## src/rtl/sti_pkg.sv

```systemverilog
// Shared types for the STI load scheduler: length codes, the queued command
// word, the scheduler state encoding and the length-to-bit-count helper.
package sti_pkg;

  localparam logic [1:0] LEN_8  = 2'b00;
  localparam logic [1:0] LEN_16 = 2'b01;
  localparam logic [1:0] LEN_24 = 2'b10;
  localparam logic [1:0] LEN_32 = 2'b11;

  typedef struct packed {
    logic [15:0] data;
    logic [1:0]  length;
    logic        fill;
    logic        msb;
    logic        low;
  } sti_cmd_t;

  typedef enum logic [2:0] {
    S_IDLE, S_ISSUE, S_SHIFT, S_GAP, S_END, S_DONE
  } sti_state_t;

  function automatic logic [5:0] len_to_bits(input logic [1:0] len);
    logic [2:0] n;
    n = {1'b0, len} + 3'd1;
    return {n, 3'b000};
  endfunction

endpackage

```

## src/rtl/sti_cmd_fifo.sv

```systemverilog
// Small synchronous command FIFO; head is the oldest entry, valid while !empty.
module sti_cmd_fifo
  import sti_pkg::*;
#(
  parameter int DEPTH = 4
) (
  input  logic                     clk,
  input  logic                     reset,
  input  logic                     push,
  input  logic                     pop,
  input  sti_cmd_t                 din,
  output sti_cmd_t                 head,
  output logic                     full,
  output logic                     empty,
  output logic [$clog2(DEPTH):0]   count
);
  localparam int AW = $clog2(DEPTH);

  sti_cmd_t        mem [DEPTH];
  logic [AW-1:0]   wr_ptr, rd_ptr;
  logic            do_push, do_pop;

  assign full    = (count == (AW+1)'(DEPTH));
  assign empty   = (count == '0);
  assign do_push = push && !full;
  assign do_pop  = pop && !empty;
  assign head    = mem[rd_ptr];

  always_ff @(posedge clk) begin
    if (do_push) mem[wr_ptr] <= din;
  end

  always_ff @(posedge clk) begin
    if (reset) begin
      wr_ptr <= '0;
      rd_ptr <= '0;
      count  <= '0;
    end else begin
      if (do_push) wr_ptr <= wr_ptr + 1'b1;
      if (do_pop)  rd_ptr <= rd_ptr + 1'b1;
      case ({do_push, do_pop})
        2'b10:   count <= count + 1'b1;
        2'b01:   count <= count - 1'b1;
        default: count <= count;
      endcase
    end
  end

endmodule

```

## src/rtl/sti_load_sched.sv

```systemverilog
// Command scheduler in front of the STI serializer: queues host commands and
// issues each as a one-cycle load once the previous one has shifted out.
module sti_load_sched
  import sti_pkg::*;
#(
  parameter int DEPTH   = 4,
  parameter int GAP     = 2,
  parameter int TIMEOUT = 64
) (
  input  logic                     clk,
  input  logic                     reset,
  input  logic                     cmd_valid,
  output logic                     cmd_ready,
  input  logic [15:0]              cmd_data,
  input  logic [1:0]               cmd_length,
  input  logic                     cmd_fill,
  input  logic                     cmd_msb,
  input  logic                     cmd_low,
  input  logic                     end_req,
  output logic                     load,
  output logic [15:0]              pi_data,
  output logic [1:0]               pi_length,
  output logic                     pi_fill,
  output logic                     pi_msb,
  output logic                     pi_low,
  output logic                     pi_end,
  input  logic                     so_valid,
  output logic                     busy,
  output logic                     timeout_err,
  output logic [$clog2(DEPTH):0]   fifo_count
);
  localparam int GAP_CYC = (GAP < 1) ? 1 : GAP;
  localparam int GCW     = $clog2(GAP_CYC) + 1;
  localparam int WW      = $clog2(TIMEOUT) + 1;

  sti_state_t      state, next_state;
  sti_cmd_t        head;
  logic            full, empty, push, end_pend;
  logic [5:0]      bit_cnt;
  logic [WW-1:0]   wd_cnt;
  logic [GCW-1:0]  gap_cnt;
  logic            last_bit, wd_expired, gap_done;

  assign cmd_ready  = !full && !end_pend && (state != S_DONE);
  assign push       = cmd_valid && cmd_ready;
  assign last_bit   = so_valid && (bit_cnt == 6'd1);
  assign wd_expired = !so_valid && (wd_cnt == WW'(TIMEOUT - 1));
  assign gap_done   = (gap_cnt == GCW'(GAP_CYC - 1));

  sti_cmd_fifo #(.DEPTH(DEPTH)) u_fifo (
    .clk   (clk),
    .reset (reset),
    .push  (push),
    .pop   (state == S_ISSUE),
    .din   ({cmd_data, cmd_length, cmd_fill, cmd_msb, cmd_low}),
    .head  (head),
    .full  (full),
    .empty (empty),
    .count (fifo_count)
  );

  always_ff @(posedge clk) begin
    if (reset) state <= S_IDLE;
    else       state <= next_state;
  end

  // A queued command leaves GAP straight for ISSUE so the next load lands
  // exactly GAP+1 cycles after the final so_valid.
  always_comb begin
    next_state = state;
    unique case (state)
      S_IDLE:  if (!empty)        next_state = S_ISSUE;
               else if (end_pend) next_state = S_END;
      S_ISSUE: next_state = S_SHIFT;
      S_SHIFT: if (last_bit || wd_expired) next_state = S_GAP;
      S_GAP:   if (gap_done) next_state = empty ? S_IDLE : S_ISSUE;
      S_END:   next_state = S_DONE;
      S_DONE:  next_state = S_DONE;
      default: next_state = S_IDLE;
    endcase
  end

  always_comb begin
    load   = (state == S_ISSUE);
    pi_end = (state == S_END);
    busy   = (state != S_IDLE) && (state != S_DONE);
  end

  always_ff @(posedge clk) begin
    if (reset) begin
      {pi_data, pi_length, pi_fill, pi_msb, pi_low} <= '0;
      bit_cnt     <= '0;
      wd_cnt      <= '0;
      gap_cnt     <= '0;
      end_pend    <= 1'b0;
      timeout_err <= 1'b0;
    end else begin
      if (next_state == S_ISSUE)
        {pi_data, pi_length, pi_fill, pi_msb, pi_low} <= head;
      if (end_req && state != S_DONE) end_pend <= 1'b1;
      gap_cnt <= (state == S_GAP) ? gap_cnt + 1'b1 : '0;
      if (state == S_ISSUE) begin
        bit_cnt <= len_to_bits(pi_length);
        wd_cnt  <= '0;
      end else if (state == S_SHIFT) begin
        if (so_valid) begin
          bit_cnt <= bit_cnt - 1'b1;
          wd_cnt  <= '0;
        end else begin
          wd_cnt <= wd_cnt + 1'b1;
        end
        if (wd_expired) timeout_err <= 1'b1;
      end
    end
  end

endmodule

```

## config.mk

```make
export PLATFORM = sky130hd
export DESIGN_NAME = sti_load_sched
export DESIGN_NICKNAME = d
export VERILOG_FILES = /design/src/rtl/sti_pkg.sv /design/src/rtl/sti_cmd_fifo.sv /design/src/rtl/sti_load_sched.sv
export SDC_FILE = /design/constraint.sdc
export NUM_CORES = 1
export LEC_CHECK = 0
export ABC_AREA = 1
export ABC_CLOCK_PERIOD_IN_PS = 5600
export BUFFER_PORTS_ARGS = -buffer_cell sky130_fd_sc_hd__buf_2
export CAP_MARGIN = 20
export CORE_ASPECT_RATIO = 0.75
export CORE_MARGIN = 10
export CORE_UTILIZATION = 40
export DETAILED_ROUTE_END_ITERATION = 6
export GPL_TIMING_DRIVEN = 0
export PLACE_DENSITY = 0.62
export SKIP_CTS_REPAIR_TIMING = 1
export SLEW_MARGIN = 20
export SYNTH_ARGS = -nofsm -noshare
export SYNTH_HDL_FRONTEND = slang
export SYNTH_HIERARCHICAL = 1
export SYNTH_SLANG_ARGS = --single-unit
```

## constraint.sdc

```tcl
create_clock -name clk -period 5.6 [get_ports clk]
set_clock_uncertainty 0.05 [all_clocks]
set_input_delay 1.4 -clock clk [delete_from_list [all_inputs] [get_ports clk]]
set_output_delay 1.4 -clock clk [all_outputs]
set_load 0.01 [all_outputs]
```

### Word-level counts from Yosys, hierarchy flattened

Memory sizes are Yosys's and may differ from the RTL's. A register that Yosys moved wholly into a read port is not among the register bits.
Index checks and enable logic that the tools add are counted.
Widths: inputs -> output; s select.

* latch bits: 0
* input bits: 26
* RAM bits: 84
* word-level logic and storage cells: 73
* bits in registers: 27
* memory bits (read-only): 0
* output and inout bits: 29
* memories: 1

* eq/ne operators: 13
* bitwise operators: 2
* $mul: 0
* $lt $le $gt $ge: 0
* divide/modulo/power cells: 0
* mux-type cells: 13
* $add $sub $neg: 8
* reduce and logical (&&, ||, !) cells: 26
* shifts and indexed selects: 0

Memory list
* u_fifo.mem: depth 4, width 21, read ports 1, clocked after memory_dff 1, wr ports 1, RTL line sti_cmd_fifo.sv:19 `sti_cmd_t mem [DEPTH];`

Operators by type and width (count)
* $mux 6: 3
* $pmux 3 s5: 1
* $mux 3: 4
* $eq 3x3->1 const B: 3
* $logic_and 1x1->1: 9
* $add 7x1->7 const B: 1
* $eq 7x6->1 const B: 1
* $mux 7: 1
* $add 2x1->2 const B: 3
* $eq 3x1->1 const B: 2
* $eq 3x2->1 const B: 2
* $eq 6x1->1 const B: 1
* $logic_not 3->1: 2
* $pmux 3 s2: 1
* $reduce_bool 2->1: 3
* $reduce_or 2->1: 3
* $sub 6x1->6 const B: 1
* $eq 2x1->1 const B: 2
* $logic_not 1->1: 4
* $reduce_and 2->1: 2
* $add 2x1->3 const B: 1
* $add 3x1->3 const B: 1
* $mux 1: 3
* $ne 3x3->1 const B: 1
* 6 further kinds: 7

### Logic depth before layout (Yosys ltp)

* depth after elaboration: 8
* mapped depth: 16
* mapped depth without buffers: 16

### Cells and area by module

Netlist, hierarchy kept.

Modules (own cells, without submodules)
* sti_cmd_fifo: cells an instance 274, instances 1, area each 3669.8 µm², seq. area each 2702.6 µm²
* sti_load_sched: cells an instance 282, instances 1, area each 2115.8 µm², seq. area each 820.8 µm²

### Least setup slack after synthesis

Ideal clock, no wire load.

* path type: input port to flip-flop
* from: input port cmd_valid
* to: memory u_fifo/mem[0][0] (netlist name) (enable)
* setup time: 399 ps
* data arrival time: 2708 ps
* buffers on the path: 0
* stages on the path: 4
* data required time: 5151 ps
* slack: 2444 ps
* path through: inv_1 nor2_1 nand2_1 nor2_1

* longest elaborated chain between the ends: 4

RTL lines
* start: declaration: RTL line sti_load_sched.sv:12 `input logic cmd_valid,`
* $logic_and 1x1->1: RTL line sti_load_sched.sv:45 `assign push = cmd_valid && cmd_ready;`
* net push: RTL line sti_load_sched.sv:38 `logic full, empty, push, end_pend;`
* $logic_and 1x1->1: RTL line sti_cmd_fifo.sv:25 `assign do_push = push && !full;`
* $mux 1: RTL line sti_cmd_fifo.sv:30 `if (do_push) mem[wr_ptr] <= din;`
* $mux 1 (implied by the code): RTL line sti_cmd_fifo.sv:30
* end: declaration: RTL line sti_cmd_fifo.sv:19

The timed path passes the listed nets, and every way through them passes these cells.

### Worst setup path in the final report

* from: register state[0]
* to: output port load

* longest elaborated chain between the ends: 1

RTL lines
* start: declaration: RTL line sti_load_sched.sv:36 `sti_state_t state, next_state;`
* start signal: assignment: RTL line sti_load_sched.sv:64 `else state <= next_state;`
* $eq 3x1->1: RTL line sti_load_sched.sv:84 `load = (state == S_ISSUE);`
* end: declaration: RTL line sti_load_sched.sv:20 `output logic load,`

Every way passes these cells.

==> key figures <==
Finish
  – Ant. Diodes: 0
  – Fraction of final layout cells with drive strength greater than 1: 0.243
  – Sequential cell area: 3520 um2
  – Footprint of the multi-input gates: 1840 um2
  – Layout Utilization: 0.497
  – Post-synthesis to final-layout area growth: 19.6%
  – Fill cell total of the finished layout: 1270
  – Layout net count: 666

STA
  – Setup violators final: 0
  – Final-report hold violation count: 0
  – Max-slew violation count: 0
  – Pin slew with the least headroom to its limit: 0.752 ns
  – Post-layout minimum cycle time: 3.14 ns
  – Peak Freq: 0.318 GHz
  – Final total negative setup slack: 0 ns
  – Fin crit share: 0.561
  – Slew headroom: 0.498
  – Setup repair after global routing missed its margin: no

Worst setup path
  – Stages on the worst setup path: 3
  – Slowest cell on crit path: nor2_1
  – Arrival time at the worst endpoint: 1.69 ns
  – Cell class contributing the biggest share of worst-path delay: simple AND/OR/NAND/NOR gates
  – Cell-by-cell listing of the critical path: nand2_1, nor2_1, buf_2
  – Setup CP Type: reg -> out
  – Crit path buf inv count: 1
  – Length in cells of the worst reg-to-reg path: 8
  – Crit end category: output pin
  – Longest individual stage delay on the worst path: 0.47 ns
  – Worst setup SP type: flip-flop
  – Biggest fanout along the worst timing path: 9
  – Required time worst endpoint: 4.15 ns

CTS
  – Worst skew pair latency: 0.41 ns
  – TritonCTS clock tree: yes
  – Clock slew at reported path FFs: 0.06 ns
  – Number of buffers inserted during clock tree synthesis: 17
  – Clock Path Buffers: 2
  – H-tree levels: 4
  – Clock sinks: 134
  – Root Driver: clkbuf_16

Routing
  – Count of vias placed by the detailed router: 4104
  – # DRC: 0
  – DR iter-0 viols: 237
  – Total iterations of the first detailed-routing run: 5
  – DR WL/cell: 15.5 um
  – Remaining antenna violation count: 0
  – Detail-routed via count per cell: 4.90
  – DRT Wirelength: 13.0 mm

Logic synthesis
  – Largest cells by area after synthesis: edfxtp_1 (44%), dfxtp_1 (17%), nor2_1 (6.2%)
  – Number of nets in the synthesized netlist: 593
  – Post-synthesis register bit count: 134
  – Synthesized instance count: 556
  – Number of synthesis warnings: 6
  – Synthesized area divided by synthesized cell count: 10.4 um2
  – Post-synthesis cell area: 5790 um2
  – Fraction of the yosys area taken by sequential cells: 0.609
  – Area share of the largest cell type after synthesis: 0.436
  – Count of different cell masters after synthesis: 36
  – Post-synthesis cell type with the largest combined area: edfxtp_1

GRT
  – Via count of the first global-routing pass: 4006
  – Wire length of the first global-routing pass: 20.9 mm
  – Leftover overflow at the end of global routing: 0
  – GRT Overall Usage: 0.135
  – Antenna violations before repair: 0
  – Pin count of the biggest net entering global routing: 22

Place
  – Post-detailed-placement half-perimeter wirelength: 8.96 mm
  – Count of input and output buffers: 54
  – Last weighted congestion value of the routability-driven placer: 0.807

Floorplanning
  – Initial Utilization: 0.415
  – Die extent in x: 159 um
  – Std-Cell Core Area: 13900 um2
  – Overall die area: 19700 um2
  – DIE HEIGHT: 124 um
  – I/O pins: 55
  – Row Count: 37

Hold path
  – Worst hold path stage count: 1
  – Hold crit path type: reg -> reg

Pwr
  – Leakage power: 2.82 nW
  – Power per standard cell area: 513 nW/um2
  – Peak VDD IR: 0.235 mV

Flow run
  – Total of max-cap violations: 0

Status
  – Outcome: complete, no violations
[cell usage in the layout (no fill, tap or decap), types with 3 or more instances in the layout]
| master | instances |
|---|---|
| dfxtp_1 | 50 |
| o21ai_1 | 20 |
| o21ai_0 | 27 |
| nand2_1 | 61 |
| nand4_1 | 3 |
| buf_4 | 6 |
| edfxtp_1 | 84 |
| inv_1 | 54 |
| nand3_1 | 12 |
| nor2_1 | 91 |
| o22ai_1 | 20 |
| nor2_2 | 3 |
| inv_2 | 10 |
| clkbuf_16 | 17 |
| nand3_2 | 22 |
| a21oi_1 | 34 |
| xor2_1 | 5 |
| inv_6 | 6 |
| nor3_1 | 4 |
| buf_2 | 58 |
| buf_6 | 11 |
| ha_1 | 10 |
| nor2_4 | 5 |
[per-layer routing]
metal	routed length [um]	part of all wire	vias to the layer above	track usage
met1	6120	0.47	1968	0.175
li1	-	-	2031	-
met4	123	0.0095	0	0.0450
met3	765	0.059	12	0.0399
met2	6000	0.46	93	0.215
met5	0	0	-	0
[where the power goes]
group          total, mW  leakage (nW)  internal [mW]  switching [mW]
clock               1.10         0.287          0.666           0.439
sequential          1.26          1.17           1.18          0.0771
combinational       1.19          1.36          0.436           0.752
[cell type report]
cell class,instances,area share
Sequential cell,134,0.509
Buffer,23,0.0284
Timing Repair Buffer,54,0.0390
Tap cell,195,0.0352
Clock inverter,15,0.0240
Multi-Input combinational cell,333,0.266
Clock buffer,17,0.0615
Inverter,66,0.0369
[state kept, by name (all words and copies together) (netlist names), named ones only]
register / flops
pi_msb: 1
pi_fill: 1
pi_length: 2
u_fifo/count: 3
pi_data: 16
u_fifo/mem: 84
pi_low: 1
end_pend: 1
u_fifo/wr_ptr: 2
state: 3
bit_cnt: 6
u_fifo/rd_ptr: 2
gap_cnt: 2
wd_cnt: 7
timeout_err: 1
[final timing paths]
path	slack (ns)	from	end
setup / recovery	2.46	state[0]	load
setup reg to reg	3.06	state[1]	u_fifo/mem[3][6]
hold reg to reg	0.39	gap_cnt[0]	gap_cnt[0]
hold / removal	0.39	gap_cnt[0]	gap_cnt[0]
[cells in the mapped netlist, drive strengths merged]
| cell | number |
|---|---|
| buf | 21 |
| o21a | 1 |
| inv | 65 |
| a21oi | 34 |
| edfxtp | 84 |
| nand4 | 3 |
| xor2 | 5 |
| nor2 | 100 |
| ha | 10 |
| clkbuf | 2 |
| o21ai | 47 |
| a31oi | 3 |
| xnor2 | 1 |
| fa | 1 |
| o211ai | 1 |
| dfxtp | 50 |
| o22ai | 22 |
| a21o | 1 |
| nand3b | 1 |
| clkinv | 1 |
| nand2 | 63 |
| nor3 | 4 |
| nand3 | 36 |
[logic make-up (layout without fill, tap and decap cells)]
logic type,count (synthesis),after routing,synth area share
flops,134,134,0.609
compound gates,109,109,0.104
simple gates,207,207,0.175
buf+inv,89,175,0.0781
xor+xnor,6,6,0.00908
fa+ha+maj,11,11,0.0251
[through the flow]
step | instance area [um2] | worst slack (ns) | power [mW] | hold WS, ns | cells
3_3_place_gp | 6300 | 1.50 | 2.44 | 0.357 | 805
6_report | 6920 | 2.46 | 3.55 | 0.385 | 837
5_1_grt | 6920 | 2.32 | 3.77 | 0.409 | 837
2_1_floorplan | 5790 | 2.44 | 2.16 | 0.348 | 556
3_5_place_dp | 6330 | 2.37 | 2.48 | 0.383 | 805
4_1_cts | 6920 | 2.43 | 3.58 | 0.391 | 837
No activity file was read; power rests on OpenSTA's default activity.
